`src/rtl/game_seq.sv`:
```
// game_seq: game flow sequencer (idle -> countdown -> play -> done) that
// drives the song time base, holds the note generator in reset, and
// stretches note pulses into timed buzzer bursts.
// Optional pause support is compiled in with `define GAME_SEQ_PAUSE_EN.
module game_seq #(
  parameter int COUNTDOWN_SEC = 3,
  parameter int NOTE_SOUND_MS = 100
) (
  input  logic        clk,
  input  logic        rst_n,
  input  logic        i_tick_1ms,
  input  logic        i_btn_start,
  input  logic        i_btn_pause,
  input  logic        i_note_t1,
  input  logic        i_note_t2,
  input  logic [31:0] i_gen_pitch,
  input  logic        i_game_end,
  output logic [31:0] o_cur_time,
  output logic        o_gen_rst,
  output logic [2:0]  o_state,
  output logic [2:0]  o_countdown,
  output logic        o_buzz_en,
  output logic [31:0] o_buzz_pitch,
  output logic        o_done
);

  typedef enum logic [2:0] {
    IDLE  = 3'd0,
    COUNT = 3'd1,
    PLAY  = 3'd2,
    PAUSE = 3'd3,
    DONE  = 3'd4
  } state_t;

  state_t      state, state_nxt;
  logic [9:0]  ms_cnt;
  logic [15:0] dur_cnt, dur_nxt;
  logic        sec_wrap;
  logic        note_hit;

`ifndef GAME_SEQ_PAUSE_EN
  // Pause button has no function in this build.
  logic unused_pause;
  assign unused_pause = i_btn_pause;
`endif

  // Tick that completes one countdown second.
  assign sec_wrap = i_tick_1ms && (ms_cnt == 10'd999);
  // Either track firing with a real pitch; both at once is one note.
  assign note_hit = (state == PLAY) && (i_note_t1 || i_note_t2) && (i_gen_pitch != 32'd0);

  // Next-state decode; end-of-song outranks pause.
  always_comb begin
    state_nxt = state;
    case (state)
      IDLE:  if (i_btn_start) state_nxt = COUNT;
      COUNT: if (sec_wrap && o_countdown == 3'd1) state_nxt = PLAY;
      PLAY: begin
        if (i_game_end) state_nxt = DONE;
`ifdef GAME_SEQ_PAUSE_EN
        else if (i_btn_pause) state_nxt = PAUSE;
`endif
      end
`ifdef GAME_SEQ_PAUSE_EN
      PAUSE: if (i_btn_pause || i_btn_start) state_nxt = PLAY;
`endif
      DONE:  if (i_btn_start) state_nxt = IDLE;
      default: state_nxt = IDLE;
    endcase
  end

  // Note duration: anything but staying in PLAY silences; load beats tick.
  always_comb begin
    dur_nxt = dur_cnt;
    if (state_nxt != PLAY)
      dur_nxt = 16'd0;
    else if (note_hit)
      dur_nxt = 16'(NOTE_SOUND_MS);
    else if (i_tick_1ms && dur_cnt != 16'd0)
      dur_nxt = dur_cnt - 16'd1;
  end

  // State register and the flags derived directly from the next state.
  always_ff @(posedge clk or negedge rst_n) begin
    if (!rst_n) begin
      state     <= IDLE;
      o_gen_rst <= 1'b1;
      o_done    <= 1'b0;
    end else begin
      state     <= state_nxt;
      o_gen_rst <= (state_nxt == IDLE) || (state_nxt == COUNT);
      o_done    <= (state_nxt == DONE);
    end
  end

  // Countdown seconds and the ms sub-counter within each second.
  always_ff @(posedge clk or negedge rst_n) begin
    if (!rst_n) begin
      ms_cnt      <= 10'd0;
      o_countdown <= 3'd0;
    end else if (state == IDLE && i_btn_start) begin
      ms_cnt      <= 10'd0;
      o_countdown <= 3'(COUNTDOWN_SEC);
    end else if (state == COUNT && i_tick_1ms) begin
      if (sec_wrap) begin
        ms_cnt      <= 10'd0;
        o_countdown <= o_countdown - 3'd1;
      end else begin
        ms_cnt <= ms_cnt + 10'd1;
      end
    end
  end

  // Game time: counts only in PLAY (including the exit cycle), saturating.
  always_ff @(posedge clk or negedge rst_n) begin
    if (!rst_n)
      o_cur_time <= 32'd0;
    else if (state == IDLE || (state == DONE && i_btn_start))
      o_cur_time <= 32'd0;
    else if (state == PLAY && i_tick_1ms && o_cur_time != 32'hFFFF_FFFF)
      o_cur_time <= o_cur_time + 32'd1;
  end

  // Buzzer: enable mirrors the duration counter; pitch latches per note.
  always_ff @(posedge clk or negedge rst_n) begin
    if (!rst_n) begin
      dur_cnt      <= 16'd0;
      o_buzz_en    <= 1'b0;
      o_buzz_pitch <= 32'd0;
    end else begin
      dur_cnt   <= dur_nxt;
      o_buzz_en <= (dur_nxt != 16'd0);
      if (note_hit && state_nxt == PLAY) o_buzz_pitch <= i_gen_pitch;
    end
  end

  assign o_state = state;

endmodule

```
`config.mk`:
```
export PLATFORM = sky130hd
export DESIGN_NAME = game_seq
export DESIGN_NICKNAME = d
export VERILOG_FILES = /design/src/rtl/game_seq.sv
export SDC_FILE = /design/constraint.sdc
export NUM_CORES = 1
export LEC_CHECK = 0
export BUFFER_PORTS_ARGS = -buffer_cell sky130_fd_sc_hd__buf_2
export CAP_MARGIN = 20
export CORE_UTILIZATION = 25
export CTS_CLUSTER_DIAMETER = 120
export DETAILED_ROUTE_END_ITERATION = 12
export PLACE_DENSITY_LB_ADDON = 0.12
export RECOVER_POWER = 25
export SYNTH_ARGS = -nofsm -noshare
export SYNTH_HDL_FRONTEND = slang
export SYNTH_SLANG_ARGS = --single-unit
```
`constraint.sdc`:
```
create_clock -name clk -period 3.22 [get_ports clk]
set_clock_uncertainty 0.05 [all_clocks]
set_input_delay 0.161 -clock clk [delete_from_list [all_inputs] [get_ports clk]]
set_output_delay 0.161 -clock clk [all_outputs]
set_load 0.005 [all_outputs]
```
==> results.toml <==
[detailed_routing]
num_vias = 3935
routedWlPerCell_um = 14.6
route.detailed.drc = 0
ant_nets = 0
postRouteWirelength_um = 12400
drtIter0Drc = 120
first_pass_iters = 4
viasPerCell = 4.66

[timing]
relSlewSlack = 0.128
post-route-period-util = 0.774
hold_viol_final = 0
fin_tns_setup_ps = 0
fmax_mhz = 401
fin_crit_ps = 2490
worst_pin_slew_ps = 1310
setup_viol_count_final = 0
rsz0062_at_grt = "no"
slew_viol_final = 0

[yosys]
synth.distinct_cells = 54
synth.top_cell.area_share = 0.509
synthArstFlopShare = 1.00
synth_top_area_cell = "dfrtp_1"
ys_ff_latch = 99
synth_area_per_cell_um2 = 10.4
synth_area_leaders = "dfrtp_1 51%, mux2_1 7.0%, xnor2_1 5.1%"
syn_inst = 464
synth_edf_count = 0
synthFlopType = "dfrtp_1"
ys.warnings.count = 0
synthesis.nets = 510
ys_seq_area_frac = 0.514
syn_area_um2 = 4820

[pwr]
max-vdd-ir-drop_mv = 0.236
net-switching-power_mw = 0.622
p_comb_frac = 0.079
switching_share = 0.243
leakagePower_nw = 2.96
cellPowerDensity_nw_per_um2 = 412
seqPwrFrac = 0.525
power.share.clock = 0.395
p_int_mw = 1.93

[die]
dieArea_um2 = 19800
core_area_um2 = 18800
initial_core_util = 0.257
die_w_um = 141
die_h_um = 141
io_pins = 113
num_rows = 50

[grt]
gr-usage-all-layers = 0.130
grt_start_max_net_pins = 51
grt_overflow = 0
grt_pass1_wl_um = 20300
antenna_found_initial = 0
grt_pass1_vias = 3944

[clock_tree]
root_buffer = "clkbuf_16"
clkSinkCount = 99
insertion_delay_ps = 340
cts_buffer_depth = 2
numCtsBuffers = 9
path_clk_slew_ps = 70
cts_tree = "built"
cts.htree.levels = 3
post_cts_buffers = 0

[placement]
routabilityCongestion = 0.767
io_buffers = 111
hpwl_um = 8760

[final_layout]
antenna_cells = 0
final_layout_size_suffix_gt1_frac = 0.223
nets = 653
post-route-util = 0.331
areaGrowthSynthToFinish_pct = 28.8

[worst_hold_path]
hp-class = "primary input to register"

[setup_path]
end_kind = "register"
critPathArrivalTime_ps = 2710
crit_type = "register to register"
cp-start-kind = "register"
critPathRequiredTime_ps = 3440
cp_max_fo = 12

[outcome]
status = "complete, no violations"

[job]
maxCapViolCount = 0
## layout make-up
type	count	area (µm²)
repair buffers	148	903
clock inverters	4	26.3
well taps	234	293
clock buffers	11	243
flip-flops and latches	99	2480
inverters	12	45.0
multi-input cells	337	2220
fillers	1952	12600
## placed cells by master, fill, tap and decap left out, drive strengths merged, types with 3 or more instances in the layout
cell type | netlist | layout
and4 | 4 | 4
xnor2 | 28 | 28
nor2b | 4 | 4
dfrtp | 98 | 98
dlygate4sd3 | 0 | 28
or3 | 7 | 7
mux2 | 32 | 32
nor3 | 14 | 14
nor4 | 20 | 20
or4 | 7 | 7
xor2 | 13 | 13
o21ai | 12 | 12
mux2i | 3 | 3
nand4 | 11 | 11
nor2 | 64 | 64
and3 | 6 | 6
nor3b | 3 | 3
nand2 | 33 | 33
buf | 6 | 109
nand2b | 7 | 7
nand3 | 24 | 24
inv | 12 | 13
a21oi | 13 | 13
clkbuf | 10 | 22
ha | 6 | 6
## path summary, 6_finish.rpt
path	slack, ps	start	to	cells past startpoint
max in group asynchronous	1560	rst_n	o_gen_rst	3
worst min register to register	430	o_buzz_pitch[10]	o_buzz_pitch[10]	1
worst max register to register	730	o_state[0]	o_cur_time[26]	8
min in group asynchronous	590	rst_n	o_buzz_pitch[1]	2
worst max-delay path	730	o_state[0]	o_cur_time[26]	8
worst min-delay path	20	i_gen_pitch[22]	o_buzz_pitch[22]	2
## worst max-delay path: stages (launching register included)
cell	delay (ps)
dfrtp_1	520
nand4bb_1	260
buf_4	210
or3_1	330
a211oi_2	190
buf_4	180
nand2_1	160
or3_1	390
a21oi_1	140
## repair_timing
action / in CTS / in global routing
resized for setup: 0 / 0
hold endpoints to repair: 76 / 0
hold buffers: 28 / 0
## cells in the mapped netlist, drive strengths merged, types with 6 or more instances
master   n
inv     12
nor2    64
xor2    13
xnor2   28
nand4   11
or4      7
or3      7
dfrtp   98
nand2b   7
a21oi   13
nand3   24
nand2   33
buf      6
nor3    14
mux2    32
ha       6
nor4    20
clkbuf  10
and3     6
o21ai   12
## cells by family (layout without fill, tap and decap cells)
kind of cell / Yosys count / in the layout / synth area share
AO/OA/AOI/OAI: 40 / 40 / 0.0522
adder cells (fa/ha/maj): 6 / 6 / 0.0156
buffers and inverters: 28 / 175 / 0.0262
multiplexers: 35 / 35 / 0.0810
XOR/XNOR: 41 / 41 / 0.0745
flip-flops: 99 / 99 / 0.514
AND/OR/NAND/NOR: 215 / 215 / 0.236
## through the flow
step                setup slack, ps  instance area [µm²]  power [mW]  cells  hold WS (ps)
floorplan                       915                 4820        1.44    464          -185
global placement                779                 5670        1.54    802           200
detailed placement              724                 5670        1.55    802           204
CTS                             708                 6220        2.62    845          3.99
global route                    522                 6210        2.69    845          4.71
finish                          728                 6210        2.55    845          17.0
## state kept, by name, indices dropped and copies added (netlist names)
register / flops
o_gen_rst: 1
o_buzz_en: 1
o_countdown: 3
o_done: 1
o_cur_time: 32
ms_cnt: 10
o_buzz_pitch: 32
dur_cnt: 16
o_state: 3
## layer usage
layer	global-route usage	wire, µm	vias to the layer above
li1	-	-	1937
met1	0.161	5720	1926
met2	0.222	6080	62
met3	0.0275	386	10
met4	0.0481	167	0
met5	0	0	-
## power groups by stage
stage / clock [mW] / sequential, mW / combinational (mW)
2_1_floorplan: 0 / 1.35 / 0.0886
3_3_place_gp: 0 / 1.36 / 0.180
3_5_place_dp: 0 / 1.36 / 0.184
4_1_cts: 1.07 / 1.34 / 0.210
5_1_grt: 1.11 / 1.35 / 0.230
6_report: 1.01 / 1.34 / 0.203
Power figures use the tool's default switching activity.
